**config.mk**
```make
export PLATFORM = sky130hd
export DESIGN_NAME = csa_resolver
export DESIGN_NICKNAME = d
export VERILOG_FILES = /design/src/rtl/csa_resolver_pkg.sv /design/src/rtl/csa_seg_adder.sv /design/src/rtl/csa_resolver.sv
export SDC_FILE = /design/constraint.sdc
export NUM_CORES = 1
export LEC_CHECK = 0
export CORE_AREA = 2 2 137 139
export CTS_CLUSTER_DIAMETER = 100
export DETAILED_ROUTE_END_ITERATION = 16
export DIE_AREA = 0 0 139 141
export GPL_ROUTABILITY_DRIVEN = 0
export PLACE_DENSITY = 0.79
export SLEW_MARGIN = 15
export SYNTH_ARGS = -nofsm -noshare
export SYNTH_HDL_FRONTEND = slang
export SYNTH_SLANG_ARGS = --single-unit
```
**constraint.sdc**
```tcl
create_clock -name clk -period 4.4 [get_ports clk]
set_input_delay 1.32 -clock clk [delete_from_list [all_inputs] [get_ports clk]]
set_output_delay 1.32 -clock clk [all_outputs]
set_load 0.01 [all_outputs]
```
**src/rtl/csa_resolver_pkg.sv**
```systemverilog
// Shared definitions for the carry-save resolver: FSM states, segment count
// and the width legality check.
package csa_resolver_pkg;

    typedef enum logic [1:0] {
        IDLE = 2'd0,
        ADD  = 2'd1,
        DONE = 2'd2
    } state_t;

    function automatic int calc_nseg(input int width, input int seg);
        return width / seg;
    endfunction

    // Segment width must tile the data path exactly.
    function automatic bit seg_ok(input int width, input int seg);
        return (seg > 0) && (seg <= width) && ((width % seg) == 0);
    endfunction

    function automatic int idx_w(input int nseg);
        return (nseg > 1) ? $clog2(nseg) : 1;
    endfunction

endpackage

```
**src/rtl/csa_seg_adder.sv**
```systemverilog
// Combinational SEG-bit adder with carry in/out; one slice of the resolver.
module csa_seg_adder #(
    parameter int SEG = 16
) (
    input  logic [SEG-1:0] a,
    input  logic [SEG-1:0] b,
    input  logic           cin,
    output logic [SEG-1:0] s,
    output logic           cout
);

    assign {cout, s} = {1'b0, a} + {1'b0, b} + {{SEG{1'b0}}, cin};

endmodule

```
**src/rtl/csa_resolver.sv**
```systemverilog
// Iterative carry-propagate adder that resolves a carry-save pair one
// segment per cycle, LSB first, behind valid/ready handshakes.
module csa_resolver
    import csa_resolver_pkg::*;
#(
    parameter int bits = 32,
    parameter int SEG  = 16
) (
    input  logic              clk,
    input  logic              rst_n,
    input  logic              in_valid,
    output logic              in_ready,
    input  logic [2*bits-1:0] z,
    input  logic [2*bits-1:0] c,
    output logic              out_valid,
    input  logic              out_ready,
    output logic [2*bits-1:0] p,
    output logic              cout
);

    localparam int W        = 2 * bits;
    localparam int NSEG     = calc_nseg(W, SEG);
    localparam int IW       = idx_w(NSEG);
    localparam bit WIDTH_OK = seg_ok(W, SEG);

    generate
        if (!WIDTH_OK) begin : g_bad_seg
            $error("csa_resolver: SEG must evenly divide 2*bits");
        end
    endgenerate

    state_t         state, state_nx;
    logic [W-1:0]   z_q, c_q, p_q;
    logic [IW-1:0]  idx;
    logic           carry, cout_q;
    logic [31:0]    base;
    logic [SEG-1:0] z_seg, c_seg, s_seg;
    logic           seg_co;
    logic           last;

    // Segment select by shifting keeps the datapath free of variable part-selects.
    assign base  = 32'(idx) * 32'(SEG);
    assign z_seg = SEG'(z_q >> base);
    assign c_seg = SEG'(c_q >> base);
    assign last  = (idx == IW'(NSEG - 1));

    csa_seg_adder #(.SEG(SEG)) u_seg_adder (
        .a    (z_seg),
        .b    (c_seg),
        .cin  (carry),
        .s    (s_seg),
        .cout (seg_co)
    );

    always_ff @(posedge clk or negedge rst_n) begin
        if (!rst_n) state <= IDLE;
        else        state <= state_nx;
    end

    always_comb begin
        state_nx  = state;
        in_ready  = 1'b0;
        out_valid = 1'b0;
        case (state)
            IDLE: begin
                in_ready = 1'b1;
                if (in_valid) state_nx = ADD;
            end
            ADD: begin
                if (last) state_nx = DONE;
            end
            DONE: begin
                out_valid = 1'b1;
                if (out_ready) state_nx = IDLE;
            end
            default: state_nx = IDLE;
        endcase
    end

    always_ff @(posedge clk or negedge rst_n) begin
        if (!rst_n) begin
            z_q    <= '0;
            c_q    <= '0;
            p_q    <= '0;
            cout_q <= 1'b0;
            idx    <= '0;
            carry  <= 1'b0;
        end else begin
            case (state)
                IDLE: begin
                    if (in_valid) begin
                        z_q    <= z;
                        c_q    <= c;
                        p_q    <= '0;
                        cout_q <= 1'b0;
                        idx    <= '0;
                        carry  <= 1'b0;
                    end
                end
                ADD: begin
                    // p was cleared on accept and each segment is written once, so OR-in is exact.
                    p_q   <= p_q | (W'(s_seg) << base);
                    carry <= seg_co;
                    idx   <= last ? '0 : idx + IW'(1);
                    if (last) cout_q <= seg_co;
                end
                default: ;
            endcase
        end
    end

    assign p    = p_q;
    assign cout = cout_q;

endmodule

```
==> results.toml, run 1 <==
[power]
ir_drop_v = 0.000482
leakagePower_uw = 0.00562
power_density_nw_per_um2 = 873

[clocking]
post_cts_buffers = 0
cts_hold_buf = 0
numClockSinks = 198
clk_latency_ns = 0.44
cts.path.max_buffers = 2
cts_tree = "built"
cts_resized = 0
cts-buffers-inserted = 17
clkSlewWorstSetupHoldPaths_ns = 0.07
cts_root_buffer = "clkbuf_16"
htree_levels = 4

[floorplanning]
dieWidth_um = 139
rows = 50
coreArea_um2 = 18300
pin_count = 199
die_h_um = 141
start_util_pct = 49.5
die-area_um2 = 19600

[timing]
setup_viol = 0
post-route-min-period_ns = 3.73
worst_pin_slew_ns = 1.08
hold_violations = 0
skew_ns = 0.00992
fmax_mhz = 268
drv_slew = 0
slew-limit-headroom_pct = 27.4
tns_ns = 0
hold_ws_ns = 0.475
period_share_pct = 84.9
rsz0062_at_grt = "false"

[setup_path]
worstSetupStartpointType = "register"
worstSetupPathType = "reg2reg"
ff2ff_path_depth = 8
crit_required_ns = 4.71
crit_arrival_ns = 4.04
cp-end-kind = "register"
cp_max_fo = 24

[yosys]
ys_ff_latch = 198
yosysWarnings = 0
synth_top_cells_by_area = "dfrtp_1 55%, nand2_1 17%, mux4_2 8.0%, a22o_1 4.1%, ha_1 2.2%"
seq_area_frac_synth_pct = 54.8
syn_nets = 1060
async_flop_share_pct = 100
synthFlopType = "dfrtp_1"
yosysTopAreaCellShare_pct = 54.8
syn_area_um2 = 9040
synth_edf_count = 0
synth.distinct_cells = 55
synth_top_cell_by_area = "dfrtp_1"
synth_cells = 910
synth_area_per_cell_um2 = 9.94

[cells_and_area]
num_antenna_cells = 0
area_growth_pct = 30.4
fillers = 1444
final_common_cell = "nand2_1"
regArea_um2 = 4960
final_nets = 1237
multiInputGateArea_um2 = 3860
drive_gt1_share_pct = 8.28
final_cell_mix = "412 x nand2_1, 197 x clkdlybuf4s50_1, 196 x dfrtp_1"

[global_route]
grt_use_total_pct = 24.7
overflow = 0
grt_pass1_vias = 7207
grt_pass1_wl_um = 38100
antenna_found_initial = 0
grt_max_degree = 105

[run]
cap_viol_max_count = 0

[placed_design]
hpwl_um = 17000
numPortBuffers = 198

[detailed_routing]
wl_um = 23500
vias_per_cell = 5.50
num_vias = 7338
drcViolationCount = 0
ant_nets = 0
drtIter0Drc = 599
wl_per_cell_um = 17.6
dr.pass1.iters = 5

[min_path]
min_path_cells = 2
hp-class = "reg2reg"

[status]
outcome = "finished, final reports clean"
## report_power, final
part           leakage, uW  internal [uW]  total (uW)  switching (uW)
registers          0.00249           2670        3250             588
clock network     0.000258            750        1440             685
logic              0.00287           2460        5610            3140
## Yosys cell counts (all sizes together) (2+ instances only)
library cell	n
xor2	5
nor3b	2
xnor2	4
nor2b	3
a22o	42
nand3	13
clkbuf	42
a21oi	25
inv	7
buf	11
nor3	5
or2	3
mux4	32
nand2	413
o31a	2
o21ai	14
o21a	4
dfrtp	198
mux2i	5
fa	2
o21bai	3
a211oi	2
and3	2
o31ai	2
ha	16
nor2	19
a211o	4
and2	2
nand2b	3
a21o	4
a32o	4
## critical path, cell delays in order, from the launching register on
cell      delay, ns
dfrtp_2        0.80
buf_12         0.28
mux4_2         0.53
ha_1           0.40
a21oi_1        0.66
a21oi_1        0.15
o31a_1         0.29
a211oi_2       0.34
o21ai_1        0.13
## flip-flops by register name, indices dropped and copies added (netlist names)
register	cells
c_q	64
p	64
z_q	64
idx	2
state	2
carry	1
cout	1
## routing by layer
layer / vias to the layer above / wire length (um) / track usage [%]
li1: 3405 / - / -
met1: 3587 / 10200 / 35.1
met2: 303 / 10900 / 38.1
met3: 43 / 1770 / 5.13
met4: 0 / 606 / 8.83
met5: - / 0 / 0
## metrics by stage
step           setup slack (ns)  cell area (um2)  utilization [%]  power [uW]  cells
2_1_floorplan              1.04             9040                -        6910    910
3_5_place_dp              0.719            11300             61.6        8820   1302
4_1_cts                   0.702            11800             64.6       10300   1333
5_1_grt                   0.448            11800             64.6       11000   1333
3_3_place_gp              0.858            11300             61.6        8630   1302
6_report                  0.666            11800             64.6       10300   1333
## final cells by class
type	count	area share, %
Sequential cell	198	42.0
Timing Repair Buffer	211	18.0
Clock inverter	11	0.658
Multi-Input combinational cell	652	32.7
Clock buffer	20	3.87
Inverter	7	0.223
Tap cell	234	2.48
## kinds of logic after synthesis
kind of cell | after synthesis | share of synthesized area (%)
DFF | 198 | 54.8
adders and majority gates | 18 | 2.66
and+or+nand+nor | 472 | 20.8
buffers and inverters | 60 | 2.60
muxes | 37 | 8.52
xor gates and xnor gates | 9 | 0.872
AOI/OAI and AO/OA | 116 | 9.77
## path summary, 6_finish.rpt
kind / from / end / slack, ns
max reg2reg: idx[0]$_DFFE_PN0P_ / p[29]$_DFFE_PN0P_ / 0.67
min reg2reg: z_q[38]$_DFFE_PN0P_ / z_q[38]$_DFFE_PN0P_ / 0.47
min: z_q[38]$_DFFE_PN0P_ / z_q[38]$_DFFE_PN0P_ / 0.47
max: idx[0]$_DFFE_PN0P_ / p[29]$_DFFE_PN0P_ / 0.67
max in group asynchronous: rst_n / idx[1]$_DFFE_PN0P_ / 2.43
min in group asynchronous: rst_n / c_q[38]$_DFFE_PN0P_ / 0.93
Power figures use the tool's default switching activity.
==> inputs of run 2 (changes only) <==
clock period = 3.45 ns   (was 4.4 ns; I/O delays follow)
==> run 2 against run 1 <==
Clock skew barely moved. Final cell count increased by 0.60%. First-iteration DRC count grew 5.7%. Clock-buffer cell count increased by 2. Largest cell class unchanged. Power up 31%. Sequential power grew 24%. Maximum frequency up 15%. Core utilization rose by 0.87 points.
==> results.toml, run 2 (synthesized netlist as in run 1, its figures left out) <==
[status]
outcome = "finished, final reports clean"

[timing]
post-route-min-period_ns = 3.25
hold_ws_ns = 0.474
rsz0062_at_grt = "false"
fmax_mhz = 308
skew_ns = 0.00960
drv_slew = 0
slew-limit-headroom_pct = 52.0
setup_viol = 0
worst_pin_slew_ns = 0.720
hold_violations = 0
tns_ns = 0
period_share_pct = 94.1

[power]
p_clk_share_pct = 15.0
internal_power_uw = 7800
p_sw_uw = 5690
total_power_uw = 13500
pwr-share-seq_pct = 30.0
switching_share_pct = 42.2
pwr-share-comb_pct = 55.1
power_density_nw_per_um2 = 1130
ir_drop_v = 0.000599
leakagePower_uw = 0.00570

[setup_path]
critical_path_buf_inv_count = 1
cp_slowest_cell = "mux4_2"
cp-end-kind = "register"
crit_chain = "buf_12 -> mux4_2 -> ha_1 -> nand3_1 -> nor4b_2 -> nor3_2 -> a21o_1 -> a211oi_2 -> o21ai_1"
worstSetupStartpointType = "register"
cp_top_family = "compound AO/OA/AOI/OAI gates"
crit_required_ns = 3.75
cp_max_fo = 20
worstSetupPathType = "reg2reg"
crit_arrival_ns = 3.54
max_stage_delay_ns = 0.56

[detailed_routing]
vias_per_cell = 5.51
ant_nets = 0
wl_per_cell_um = 17.6
dr.pass1.iters = 5
wl_um = 23600
drcViolationCount = 0
drtIter0Drc = 633
num_vias = 7389

[cells_and_area]
regArea_um2 = 4960
area_growth_pct = 32.2
final_cell_mix = "412 x nand2_1, 197 x clkdlybuf4s50_1, 196 x dfrtp_1"
final_common_cell = "nand2_1"
drive_gt1_share_pct = 9.12
final_nets = 1244
multiInputGateArea_um2 = 3870
fillers = 1416
num_antenna_cells = 0

[run]
cap_viol_max_count = 0

[global_route]
grt_use_total_pct = 24.8
use_met3_pct = 5.10
grt_busiest_layer = "met2"
overflow = 0
grt_pass1_vias = 7368
antenna_found_initial = 0
grt_pass1_wl_um = 38600
grtUsageMet1_pct = 35.6
met2_usage_pct = 38.8
grt_max_degree = 120

[clocking]
htree_levels = 4
numClockSinks = 198
cts_tree = "built"
clkSlewWorstSetupHoldPaths_ns = 0.07
clk_latency_ns = 0.43
cts_root_buffer = "clkbuf_16"
cts_resized = 0
cts-buffers-inserted = 17
cts.path.max_buffers = 2
post_cts_buffers = 0
cts_hold_buf = 0

[floorplanning]
dieWidth_um = 139
pin_count = 199
rows = 50
die_h_um = 141
start_util_pct = 49.5
die-area_um2 = 19600
coreArea_um2 = 18300

[placed_design]
numPortBuffers = 198
hpwl_um = 17000

[min_path]
hp-class = "reg2reg"
[run 2: cell count changes in the layout (fill, tap and decap cells not counted), moves of 2 or more]
cell / delta
bufinv_16: +2
buf_12: +2
clkbuf_8: +2
buf_4: +5
clkinv_2: -2
[run 2: stage by stage]
stage | cells | cell area [um2] | worst slack (ns) | utilization, %
final | 1341 | 12000 | 0.202 | 65.4
after global routing | 1341 | 12000 | 0.0220 | 65.4
after CTS | 1341 | 11900 | 0.221 | 65.4
after detailed placement | 1309 | 11300 | 0.233 | 62.1
after global placement | 1309 | 11300 | 0.307 | 62.1
after floorplan | 910 | 9040 | 0.0932 | -
[run 2: layout make-up]
type                            count  area share, %
Timing Repair Buffer              218           18.4
Multi-Input combinational cell    652           32.4
Tap cell                          234           2.45
Clock buffer                       22           4.05
Inverter                            7          0.220
Clock inverter                     10           1.01
Sequential cell                   198           41.5
[run 2: power by group through the flow]
| stage | sequential (uW) | combinational (uW) | clock [uW] |
|---|---|---|---|
| after CTS | 4040 | 7360 | 2040 |
| after detailed placement | 4080 | 7290 | 0 |
| after global routing | 4170 | 8130 | 2140 |
| final | 4040 | 7420 | 2020 |
| after floorplan | 3990 | 4820 | 0 |
| after global placement | 4020 | 7100 | 0 |
[run 2: per-layer routing]
metal	part of all wire [%]	routed length, um
met5	0	0
met4	1.9	440
met3	7.3	1730
met2	47	11200
met1	43	10200
[run 2: tightest hold or removal path, cell delays in order (launching register included)]
cell	delay, ns
dfrtp_1	0.34
nand2_1	0.05
nand2_1	0.05
[run 2: final timing paths]
kind	cells after the start	end	from	slack (ns)
setup / recovery	9	p[13]$_DFFE_PN0P_	idx[0]$_DFFE_PN0P_	0.20
min in group asynchronous	1	c_q[38]$_DFFE_PN0P_	rst_n	0.61
hold / removal	2	z_q[27]$_DFFE_PN0P_	z_q[27]$_DFFE_PN0P_	0.47
setup reg to reg	9	p[13]$_DFFE_PN0P_	idx[0]$_DFFE_PN0P_	0.20
hold reg to reg	2	z_q[27]$_DFFE_PN0P_	z_q[27]$_DFFE_PN0P_	0.47
max in group asynchronous	2	c_q[46]$_DFFE_PN0P_	rst_n	2.03
